File: config.mk
export PLATFORM = sky130hd
export DESIGN_NAME = rf_spi_seq
export DESIGN_NICKNAME = d
export VERILOG_FILES = /design/src/rtl/rf_seq_pkg.sv /design/src/rtl/rf_cmd_fifo.sv /design/src/rtl/rf_spi_seq.sv
export SDC_FILE = /design/constraint.sdc
export NUM_CORES = 1
export LEC_CHECK = 0
export CAP_MARGIN = 40
export CORE_MARGIN = 5
export CORE_UTILIZATION = 55
export CTS_CLUSTER_DIAMETER = 80
export DETAILED_ROUTE_END_ITERATION = 16
export HOLD_SLACK_MARGIN = 0.08
export PLACE_DENSITY = 0.84
export SYNTH_ARGS = -nofsm -noshare
export SYNTH_HDL_FRONTEND = slang
export SYNTH_HIERARCHICAL = 1
export SYNTH_SLANG_ARGS = --single-unit
File: constraint.sdc
create_clock -name clk -period 6.8 [get_ports clk]
set_input_delay 0.68 -clock clk [delete_from_list [all_inputs] [get_ports clk]]
set_output_delay 0.68 -clock clk [all_outputs]
set_load 0.01 [all_outputs]
File: src/rtl/rf_seq_pkg.sv
// rf_seq_pkg: op/state enums, header constants and header builder for the radio SPI sequencer.
package rf_seq_pkg;
    typedef enum logic [1:0] {OP_SRD, OP_SWR, OP_LRD, OP_LWR} op_e;
    typedef enum logic [2:0] {IDLE, LOAD, SHIFT, TAIL, GAP, RESP} state_e;
    localparam int HDR_SHORT = 8;
    localparam int HDR_LONG = 16;
    localparam logic SHORT_FLAG = 1'b0;
    localparam logic LONG_FLAG = 1'b1;

    // Header returned left-aligned in 16 bits; short headers use the top byte only.
    function automatic logic [15:0] build_hdr(input logic lng, input logic wr, input logic [10:0] addr,
                                              input logic wide);
        return lng ? (wide ? {LONG_FLAG, addr, wr, 3'b000} : {LONG_FLAG, addr[9:0], wr, 4'b0000})
                   : {SHORT_FLAG, addr[5:0], wr, 8'h00};
    endfunction
endpackage

File: src/rtl/rf_cmd_fifo.sv
// rf_cmd_fifo: command FIFO with wrap-bit pointers; ready is low during reset and while full.
module rf_cmd_fifo #(
    parameter int DEPTH = 4,
    parameter int W = 8
) (
    input  logic         clk,
    input  logic         rst,
    input  logic         push,
    input  logic [W-1:0] din,
    input  logic         pop,
    output logic [W-1:0] dout,
    output logic         ready,
    output logic         empty
);
    localparam int AW = $clog2(DEPTH);
    logic [W-1:0] mem [DEPTH];
    logic [AW:0] wp, rp;
    logic alive, full;
    assign empty = wp == rp;
    assign full = (wp ^ rp) == {1'b1, {AW{1'b0}}};
    assign ready = alive && !full;
    assign dout = mem[rp[AW-1:0]];
    always_ff @(posedge clk or posedge rst)
        if (rst) begin
            wp <= '0;
            rp <= '0;
            alive <= 1'b0;
        end else begin
            alive <= 1'b1;
            if (push && ready) wp <= wp + (AW+1)'(1);
            if (pop && !empty) rp <= rp + (AW+1)'(1);
        end
    always_ff @(posedge clk)
        if (push && ready) mem[wp[AW-1:0]] <= din;
endmodule

File: src/rtl/rf_spi_seq.sv
// rf_spi_seq: queued short/long register SPI sequencer for a radio; define RF_SEQ_INTR_EN for intr capture.
module rf_spi_seq #(
    parameter int DATA_W = 8,
    parameter int ADDR_W = 10,
    parameter int DEPTH = 4,
    parameter int SCK_DIV = 2
) (
    input  logic              clk,
    input  logic              rst,
    input  logic              cmd_valid,
    output logic              cmd_ready,
    input  logic [1:0]        cmd_op,
    input  logic [ADDR_W-1:0] cmd_addr,
    input  logic [DATA_W-1:0] cmd_data,
    output logic              rsp_valid,
    input  logic              rsp_ready,
    output logic [DATA_W-1:0] rsp_data,
    output logic              sck,
    output logic              cs,
    output logic              sdi,
    input  logic              sdo,
    output logic              busy,
    input  logic              intr,
    output logic              intr_pending,
    input  logic              intr_clr
);
    import rf_seq_pkg::*;
    localparam int FW = HDR_LONG + DATA_W;
    localparam int EW = 2 + ADDR_W + DATA_W;
    localparam logic [15:0] D1 = 16'(SCK_DIV - 1);
    localparam logic [15:0] G1 = 16'(2 * SCK_DIV - 1);
    localparam logic [15:0] LAST_S = 16'(2 * (HDR_SHORT + DATA_W));
    localparam logic [15:0] LAST_L = 16'(2 * (HDR_LONG + DATA_W));
    localparam logic [15:0] HB_S = 16'(HDR_SHORT);
    localparam logic [15:0] HB_L = 16'(HDR_LONG);
    state_e state;
    op_e op;
    logic [EW-1:0] head;
    logic [FW-1:0] tx, frame;
    logic [DATA_W-1:0] rx, wdata;
    logic [15:0] cnt, half, hdr;
    logic empty, pop, rd, lng, long_op, wr_op;

    rf_cmd_fifo #(.DEPTH(DEPTH), .W(EW)) u_fifo (
        .clk(clk), .rst(rst), .push(cmd_valid && cmd_ready), .din({cmd_op, cmd_addr, cmd_data}),
        .pop(pop), .dout(head), .ready(cmd_ready), .empty(empty)
    );

    assign op = op_e'(head[EW-1 -: 2]);
    assign long_op = op == OP_LRD || op == OP_LWR;
    assign wr_op = op == OP_SWR || op == OP_LWR;
    assign hdr = build_hdr(long_op, wr_op, 11'(head[DATA_W +: ADDR_W]), ADDR_W == 11);
    assign wdata = wr_op ? head[DATA_W-1:0] : '0;
    assign frame = long_op ? {hdr, wdata} : {hdr[15:8], wdata, 8'h00};
    assign pop = state == IDLE && !empty;
    assign busy = state != IDLE || !empty;

    // Half-period 0 is the lead-in low; even half ends raise sck, odd ones drop it, half 2N is the trailing low.
    always_ff @(posedge clk or posedge rst)
        if (rst) begin
            state <= IDLE;
            cs <= 1'b1;
            sck <= 1'b0;
            sdi <= 1'b0;
            rsp_valid <= 1'b0;
            rsp_data <= '0;
            tx <= '0;
            rx <= '0;
            cnt <= '0;
            half <= '0;
            rd <= 1'b0;
            lng <= 1'b0;
        end else begin
            case (state)
                IDLE: if (pop) begin
                    tx <= frame;
                    rd <= !wr_op;
                    lng <= long_op;
                    state <= LOAD;
                end
                LOAD: begin
                    cs <= 1'b0;
                    sdi <= tx[FW-1];
                    cnt <= '0;
                    half <= '0;
                    state <= SHIFT;
                end
                SHIFT: if (cnt != D1) cnt <= cnt + 16'd1;
                else begin
                    cnt <= '0;
                    half <= half + 16'd1;
                    if (half == (lng ? LAST_L : LAST_S)) begin
                        sdi <= 1'b0;
                        state <= TAIL;
                    end else if (!half[0]) begin
                        sck <= 1'b1;
                        if ((half >> 1) >= (lng ? HB_L : HB_S)) rx <= {rx[DATA_W-2:0], sdo};
                    end else begin
                        sck <= 1'b0;
                        sdi <= tx[FW-2];
                        tx <= tx << 1;
                    end
                end
                TAIL: if (cnt != D1) cnt <= cnt + 16'd1;
                else begin
                    cnt <= '0;
                    cs <= 1'b1;
                    state <= GAP;
                end
                GAP: if (cnt != G1) cnt <= cnt + 16'd1;
                else begin
                    cnt <= '0;
                    if (rd) begin
                        rsp_valid <= 1'b1;
                        rsp_data <= rx;
                    end
                    state <= rd ? RESP : IDLE;
                end
                RESP: if (rsp_ready) begin
                    rsp_valid <= 1'b0;
                    state <= IDLE;
                end
                default: state <= IDLE;
            endcase
        end

`ifdef RF_SEQ_INTR_EN
    logic [2:0] isync;
    always_ff @(posedge clk or posedge rst)
        if (rst) begin
            isync <= '0;
            intr_pending <= 1'b0;
        end else begin
            isync <= {isync[1:0], intr};
            intr_pending <= (isync[1] && !isync[2]) || (intr_pending && !intr_clr);
        end
`else
    logic unused_intr;
    assign unused_intr = intr ^ intr_clr;
    assign intr_pending = 1'b0;
`endif
endmodule

After elaboration in Yosys (flattened, before gate mapping):

Memory sizes are Yosys's and may differ from the RTL's.
Index checks and enable logic that the tools add are counted.

* reduce and logical (&&, ||, !) cells: 29
* bitwise gates (word level): 5
* muxes and demuxes: 36
* add/sub/neg operators: 4
* $lt $le $gt $ge: 1
* eq/ne operators: 23
* div/mod/pow operators: 0
* shift-type cells: 0
* multipliers: 0

Operators with widths (number)
* $mux W24: 4
* $mux W16: 5
* $pmux W16 S3: 1
* $pmux W24 S2: 1
* $add A16 B1 Y16 const B: 2
* $pmux W16 S2: 1
* $mux W3: 7
* $pmux W3 S6: 1
* $eq A16 B6 Y1: 1
* $ne A16 B1 Y1 const B: 1
* $ne A16 B2 Y1 const B: 1
* $ne A2 B2 Y1 const B: 8
* $ge A15 B5 Y1: 1
* $mux W1: 10
* $mux W5: 2
* $reduce_and A5 Y1: 2
* $eq A3 B3 Y1 const B: 3
* $reduce_and A3 Y1: 3
* $mux W8: 1
* $reduce_bool A2 Y1: 4
* $add A3 B1 Y3 const B: 2
* $eq A3 B2 Y1 const B: 2
* $pmux W1 S2: 3
* $reduce_and A2 Y1: 3
* other kinds (16): 29

* latch bits: 0
* memory bits (writable): 80
* flip-flop bits (word level): 88
* output and inout bits: 15
* ROM bits: 0
* input bits: 27
* memories kept: 1
* logic and storage cells: 114

Memory list
* u_fifo.mem: depth 4, width 20, read ports 1, clocked after Yosys merged registers in 0, wr ports 1, RTL line rf_cmd_fifo.sv:16 `logic [W-1:0] mem [DEPTH];`

Logic depth before layout (Yosys ltp):

Gate-level depths: netlist of run 1.

* depth in word-level cells: 8
* gate-level depth with buffers: 9
* mapped depth without buffers: 7

Modules after synthesis:

Netlist of run 1, hierarchy kept.

Modules (own cells, without submodules)
* rf_spi_seq: instances 1, seq. area each 2028.2 µm², area each 4311.6 µm², cells each 429
* rf_cmd_fifo: instances 1, seq. area each 2577.5 µm², area each 3385.7 µm², cells each 151

Worst setup path before layout of run 1:

OpenSTA, ideal clock, no wires.

* kind: reg-to-reg
* start: reg u_fifo.rp[0]
* end: mem u_fifo/mem[3][0] (netlist bit), enable pin
* path slack: 3.984 ns
* stages on the path, launching flop included: 7
* data arrival time: 2.407 ns
* period minus slack after synthesis: 2.816 ns
* data required time: 6.391 ns
* setup time: 0.409 ns
* path buffers: 1
* cells stage by stage: dfrtp_1 -> buf_6 -> xnor2_2 -> a31oi_1 -> and2_1 -> nand3_1 -> a31oi_1

* longest elaborated chain between the ends: 8

Ends and longest elaborated chain
* start, declared: RTL line rf_cmd_fifo.sv:17 `logic [AW:0] wp, rp;`
* start signal, assigned: RTL line rf_cmd_fifo.sv:31 `if (pop && !empty) rp <= rp + (AW+1)'(1);`
* $xor A3 B3 Y3 (*): RTL line rf_cmd_fifo.sv:20 `assign full = (wp ^ rp) == {1'b1, {AW{1'b0}}};`
* $eq A3 B3 Y1 (*): RTL line rf_cmd_fifo.sv:20
* $logic_not A1 Y1 (*): RTL line rf_cmd_fifo.sv:21 `assign ready = alive && !full;`
* $logic_and A1 B1 Y1 (*): RTL line rf_cmd_fifo.sv:21
* named net cmd_ready: RTL line rf_spi_seq.sv:11 `output logic cmd_ready,`
* $logic_and A1 B1 Y1: RTL line rf_spi_seq.sv:45 `.clk(clk), .rst(rst), .push(cmd_valid && cmd_ready), .din({cmd_op, cmd_addr, cmd_data}),`
* $logic_and A1 B1 Y1 (*): RTL line rf_cmd_fifo.sv:34 `if (push && ready) mem[wp[AW-1:0]] <= din;`
* $mux W1 (*): RTL line rf_cmd_fifo.sv:34
* $mux W1 (implied by the code) (*): RTL line rf_cmd_fifo.sv:34
* end, declared: RTL line rf_cmd_fifo.sv:16

The timed path passes the listed nets; every way through them passes the cells marked *.

Worst setup path in the final report of run 1:

* start: reg u_fifo.rp[0]
* end: out busy

* longest elaborated chain between the ends: 3

Ends and longest elaborated chain
* $eq A3 B3 Y1: RTL line rf_cmd_fifo.sv:19 `assign empty = wp == rp;`
* named net empty: RTL line rf_spi_seq.sv:42 `logic empty, pop, rd, lng, long_op, wr_op;`
* $logic_not A1 Y1: RTL line rf_spi_seq.sv:56 `assign busy = state != IDLE || !empty;`
* $logic_or A1 B1 Y1: RTL line rf_spi_seq.sv:56
* end, declared: RTL line rf_spi_seq.sv:22 `output logic busy,`

The timed path passes the listed nets, and every way through them passes these cells.

==> results.sh, run 1 <==
export IMPL_diodes=0
export IMPL_p_seq_share_pct=50.2
export IMPL_p_total_mw=2.25
export IMPL_ys_warn_count=6
export IMPL_syn_to_final_growth_pct=15.9
export IMPL_yosys_register_bits=168
export IMPL_synth_seq_area_share_pct=59.8
export IMPL_slew_headroom_pct=45.9
export IMPL_rows=43
export IMPL_grt_max_degree=61
export IMPL_cts_tree="built"
export IMPL_io_buffers=38
export IMPL_cp_data_required_time_ns=6.12
export IMPL_finalCriticalPeriod_ns=3.33
export IMPL_rsz0062_at_grt="false"
export IMPL_setup_worst_path_end_class="output port"
export IMPL_grt_pass1_wl_mm=24.1
export IMPL_intPower_mw=1.72
export IMPL_worst_pin_slew_ns=0.806
export IMPL_hold_viol_final=0
export IMPL_final_max_slew_viol_count=0
export IMPL_async_reset_ff_share_pct=52.4
export IMPL_die_y_um=128
export IMPL_vdd_drop_max_uv=231
export IMPL_leakage_nw=3.61
export IMPL_p_sw_mw=0.531
export IMPL_fmax_mhz=300
export IMPL_antenna_found_initial=0
export IMPL_io_pins=42
export IMPL_period_share_pct=49.0
export IMPL_drtIter0Drc=420
export IMPL_clk_latency_ns=0.43
export IMPL_postCtsSetupBuffers=0
export IMPL_pwr_share_comb_pct=7.1
export IMPL_drv_cap=0
export IMPL_cts_resized=0
export IMPL_die_area_sq_um=16500
export IMPL_ant_nets=0
export IMPL_drive_above_1_share_pct=19.2
export IMPL_finalWirelength_mm=14.6
export IMPL_synth_edf_count=80
export IMPL_num_vias=4742
export IMPL_clock_power_share_pct=42.7
export IMPL_start_util_pct=55.7
export IMPL_clk_pin_slew_ns=0.06
export IMPL_groute_usage_overall_pct=18.8
export IMPL_setup_violations_final=0
export IMPL_skew_ns=0.00720
export IMPL_synth_top_area_cell="edfxtp_1"
export IMPL_yosys_area_top_type_share_pct=31.2
export IMPL_syn_num_nets=618
export IMPL_synthCells=580
export IMPL_gp_congestion=0.875
export IMPL_drt_first_pass_iters=5
export IMPL_dpl_hpwl_mm=10.0
export IMPL_synth_cell_type_count=63
export IMPL_swShare_pct=23.6
export IMPL_die_w_um=128
export IMPL_critical_path_max_fanout=24
export IMPL_vias_per_cell=5.83
export IMPL_numCtsBuffers=17
export IMPL_crit_arrival_ns=2.65
export IMPL_ctsHtreeMaxLevel=4
export IMPL_cts_root_buffer="clkbuf_16"
export IMPL_synthFlopType="dfrtp_1"
export IMPL_power_density_nw_per_um2=253
export IMPL_synth_area_sq_um=7700
export IMPL_timing_worst_setup_path_type="register to output port"
export IMPL_wl_per_cell_um=17.9
export IMPL_cts_sinks=168
export IMPL_cp_start_kind="register"
export IMPL_syn_area_per_cell_sq_um=13.3
export IMPL_tns_ns=0
export IMPL_grt_pass1_vias=4784
export IMPL_clk_path_buf_depth=2
export IMPL_grt_ovfl_total=0
export IMPL_synth_area_leaders="edfxtp_1 (31%), dfrtp_1 (28%), mux4_2 (5.9%), mux2_2 (4.8%), nand2_1 (3.0%)"
export IMPL_min_path_type="register to register"
export IMPL_coreArea_sq_um=13800
export IMPL_ctsHoldBuffers=0
export IMPL_drc_errors=0
export IMPL_status="finished clean"
export IMPL_nets=659
through the flow:
| stage | worst slack (ns) | utilization (%) | instance area, sq um | cells | hold WS [ns] |
|---|---|---|---|---|---|
| after floorplan | 3.98 | - | 7700 | 580 | 0.461 |
| after global placement | 3.46 | 59.3 | 8200 | 774 | 0.485 |
| after detailed placement | 3.90 | 60.2 | 8320 | 781 | 0.487 |
| after CTS | 3.43 | 64.5 | 8910 | 813 | 0.501 |
| after global routing | 3.29 | 64.5 | 8920 | 814 | 0.522 |
| final | 3.47 | 64.5 | 8920 | 814 | 0.495 |
layout make-up:
cell class,instances,area [sq um]
Fill cell,940,4900
Sequential cell,168,4610
Multi-Input combinational cell,365,2890
Timing Repair Buffer,51,544
Clock buffer,17,425
Tap cell,180,225
Clock inverter,15,166
Inverter,18,68.8
worst max-delay path: stages, from the launching register on:
cell	delay, ns
dfrtp_1	0.36
buf_4	0.27
xnor2_2	0.41
nand2_1	0.13
nor2_1	0.39
nand3b_1	0.15
clkdlybuf4s50_1	0.51
power by group through the flow:
stage                     logic [mW]  registers [mW]  clock network [mW]
after CTS                      0.163            1.13               0.976
after floorplan                0.103            1.14                   0
after global routing           0.176            1.13                1.03
final                          0.161            1.13               0.962
after global placement         0.146            1.15                   0
after detailed placement       0.162            1.15                   0
state kept, by name, indices dropped and copies added, names as in the netlist, 3 cells and up:
name	flops
rx	8
cnt	16
state	3
u_fifo/mem	80
rsp_data	8
u_fifo/wp	3
half	16
u_fifo/rp	3
tx	24
layout by cell type, fill, tap and decap left out, drive strengths merged, types with 3 or more instances in the layout:
| master | count |
|---|---|
| o31ai | 4 |
| xnor2 | 18 |
| and2 | 6 |
| nor4 | 9 |
| inv | 24 |
| clkinv | 5 |
| o21ai | 36 |
| clkdlybuf4s50 | 38 |
| a31oi | 11 |
| buf | 13 |
| nor2 | 26 |
| mux2 | 43 |
| nand4 | 8 |
| nand2 | 62 |
| nor3b | 6 |
| nor2b | 7 |
| nor3 | 13 |
| mux4 | 20 |
| ha | 11 |
| xor2 | 7 |
| nand3 | 14 |
| a22oi | 3 |
| clkbuf | 17 |
| and3 | 6 |
| mux2i | 8 |
| a21oi | 12 |
| o21a | 3 |
| edfxtp | 80 |
| and4 | 3 |
| dfrtp | 87 |
cell families after synthesis:
| family | Yosys count | synth area share, % |
|---|---|---|
| DFF | 168 | 59.8 |
| and+or+nand+nor | 168 | 11.5 |
| AOI/OAI and AO/OA | 88 | 7.31 |
| muxes | 71 | 13.6 |
| buffers and inverters | 47 | 2.75 |
| xor gates and xnor gates | 25 | 3.14 |
| adders and majority gates | 11 | 1.79 |
| other | 2 | 0.0976 |
final timing paths:
check                                     to          from  depth (start not counted)  slack [ns]
worst max-delay path                    busy  u_fifo/rp[0]                          6        3.47
worst min-delay path                      cs            cs                          2        0.50
worst max register to register         rx[5]      state[2]                          5        3.98
min in group asynchronous       u_fifo/rp[0]           rst                          2        0.55
worst min register to register            cs            cs                          2        0.50
max in group asynchronous            cnt[13]           rst                          4        5.57
cell usage after synthesis (3+ instances only):
cell and instances:
and4_1 3, nor2b_1 7, dfrtp_1 87, o31ai_1 3, nor3b_1 5, mux2i_1 8, buf_1 3, nand4_1 8
nor3_1 13, o21a_1 3, a31oi_1 10, mux2_2 33, nor4_1 5, edfxtp_1 80, inv_1 18, ha_1 11
xor2_1 6, nand3_1 14, nor2_1 25, a22oi_1 3, clkbuf_1 12, a21oi_1 12, nand2_1 62, xnor2_1 16
o21ai_0 36, nor4_4 3, and3_1 6, mux4_2 20, buf_2 10, mux2_4 9, and2_1 6
per-layer routing:
metal / vias to the layer above / wire, um / GRT usage, %
li1: 2225 / - / -
met1: 2376 / 6180 / 23.7
met2: 125 / 7680 / 32.6
met3: 16 / 563 / 4.04
met4: 0 / 156 / 5.99
met5: - / 0 / 0
(Power assumes the default switching activity.)
==> inputs of run 2 (changes only) <==
- clock period: 6.8 -> 3.4 ns (I/O delays scaled with it)
==> run 2 against run 1 <==
Clock power is 100% higher. Power grew 99%. Routed wire length up 1.8%. Setup slack got worse by 2.9 ns. Hold slack got worse by 0.28 ns. Critical path type is now register to register.
==> results.sh, run 2 (synthesis results as in run 1) <==
export IMPL_status="finished clean"
export IMPL_power_density_nw_per_um2=507
export IMPL_skew_ns=0.0108
export IMPL_nets=659
export IMPL_rsz0062_at_grt="false"
export IMPL_dpl_hpwl_mm=9.83
export IMPL_postCtsSetupBuffers=0
export IMPL_grt_pass1_wl_mm=24.8
export IMPL_path_cells="buf_4, mux4_2, nor2b_1, nand2_1, o21ai_0, mux2_2"
export IMPL_leakage_nw=3.59
export IMPL_drtIter0Drc=415
export IMPL_gp_congestion=0.857
export IMPL_ant_nets=0
export IMPL_max_stage_delay_ns=0.78
export IMPL_finalCriticalPeriod_ns=2.85
export IMPL_diodes=0
export IMPL_setup_violations_final=0
export IMPL_start_util_pct=55.7
export IMPL_worst_pin_slew_ns=0.807
export IMPL_vias_per_cell=5.82
export IMPL_die_area_sq_um=16500
export IMPL_coreArea_sq_um=13800
export IMPL_io_buffers=38
export IMPL_final_cell_mix="dfrtp_1 (87), edfxtp_1 (80), nand2_1 (62), clkdlybuf4s50_1 (38), o21ai_0 (36)"
export IMPL_critical_path_max_fanout=23
export IMPL_rrSetupSlack_ns=0.55
export IMPL_final_max_slew_viol_count=0
export IMPL_cp_start_kind="register"
export IMPL_r2r_cells=6
export IMPL_ctsHtreeMaxLevel=4
export IMPL_hold_viol_final=0
export IMPL_drt_first_pass_iters=5
export IMPL_clk_latency_ns=0.43
export IMPL_ctsHoldBuffers=0
export IMPL_timing_worst_setup_path_type="register to register"
export IMPL_wl_met3_um=609
export IMPL_wl_met2_mm=7.81
export IMPL_crit_family="multiplexers"
export IMPL_period_share_pct=83.9
export IMPL_groute_usage_overall_pct=19.4
export IMPL_fmax_mhz=351
export IMPL_worstReg2RegStart="u_fifo/rp[0]"
export IMPL_slew_headroom_pct=45.8
export IMPL_cts_resized=0
export IMPL_grt_max_degree=47
export IMPL_die_y_um=128
export IMPL_drive_above_1_share_pct=19.1
export IMPL_crit_slowest_cell="mux4_2"
export IMPL_met1Wirelength_mm=6.14
export IMPL_wl_per_cell_um=18.2
export IMPL_setup_worst_path_end_class="register"
export IMPL_crit_cells=6
export IMPL_min_path_type="input pin to asynchronous set/reset pin"
export IMPL_drv_cap=0
export IMPL_finalWirelength_mm=14.8
export IMPL_largest_reg_flops=80
export IMPL_numCtsBuffers=17
export IMPL_crit_buf_inv=1
export IMPL_die_w_um=128
export IMPL_cts_root_buffer="clkbuf_16"
export IMPL_num_vias=4734
export IMPL_tns_ns=0
export IMPL_routed_top_layer="met4"
export IMPL_cp_data_required_time_ns=3.76
export IMPL_vdd_drop_max_uv=444
export IMPL_multi_input_comb_area_sq_um=2890
export IMPL_grt_ovfl_total=0
export IMPL_syn_to_final_growth_pct=15.3
export IMPL_placed_cells=782
export IMPL_cts_tree="built"
export IMPL_fill_cells=948
export IMPL_clk_pin_slew_ns=0.06
export IMPL_grt_pass1_vias=4975
export IMPL_rr_endpoint="tx[9]"
export IMPL_stdcell_count=814
export IMPL_io_pins=42
export IMPL_clk_path_buf_depth=2
export IMPL_rows=43
export IMPL_cts_sinks=168
export IMPL_antenna_found_initial=0
export IMPL_final_common_cell="dfrtp_1"
export IMPL_drc_errors=0
export IMPL_crit_arrival_ns=3.21
export IMPL_register_area_sq_um=4610
-- run 2: worst max-delay path by stage --
| stage | start | to | slack, ns |
|---|---|---|---|
| final | u_fifo/rp[0] | tx[9] | 0.55 |
| after global routing | u_fifo/rp[0] | tx[9] | 0.39 |
| after CTS | u_fifo/rp[0] | tx[9] | 0.55 |
| after detailed placement | u_fifo/rp[0] | tx[14] | 0.66 |
| after global placement | u_fifo/wp[2] | tx[18] | 0.73 |
| after floorplan | u_fifo/rp[0] | u_fifo/mem[3][0] | 0.58 |
-- run 2: worst reg2reg max path: cells and delay by family, from the launching register on --
| family | cells | cell delay [ns] |
|---|---|---|
| flops | 1 | 0.41 |
| buf+inv | 1 | 0.43 |
| mux | 2 | 0.98 |
| compound gates | 1 | 0.23 |
| simple gates | 2 | 0.73 |
-- run 2: area by class of cell --
cell class,count,share of cell area (%)
Sequential cell,168,51.9
Multi-Input combinational cell,365,32.5
Timing Repair Buffer,51,5.61
Clock buffer,18,4.84
Tap cell,180,2.54
Clock inverter,14,1.79
Inverter,18,0.776
-- run 2: metal layers --
metal / up-vias / GRT usage [%]
met3: 20 / 5.17
met5: - / 0
met1: 2394 / 23.5
li1: 2219 / -
met2: 101 / 33.7
met4: 0 / 6.93
-- run 2: metrics by stage --
| stage | power (mW) | util [%] | hold slack, ns | area [sq um] | setup slack (ns) |
|---|---|---|---|---|---|
| final | 4.50 | 64.2 | 0.211 | 8870 | 0.548 |
| after CTS | 4.53 | 64.2 | 0.202 | 8870 | 0.550 |
| after global placement | 2.59 | 59.8 | 0.485 | 8260 | 0.735 |
| after global routing | 4.67 | 64.2 | 0.228 | 8870 | 0.389 |
| after floorplan | 2.50 | - | 0.143 | 7700 | 0.584 |
| after detailed placement | 2.62 | 59.9 | 0.492 | 8280 | 0.657 |
-- run 2: power by group --
group          leakage (nW)  internal [mW]  switching, mW
clock network         0.290           1.10          0.820
registers              1.87           2.21         0.0522
logic                  1.43          0.129          0.183
total                  3.59           3.44           1.06
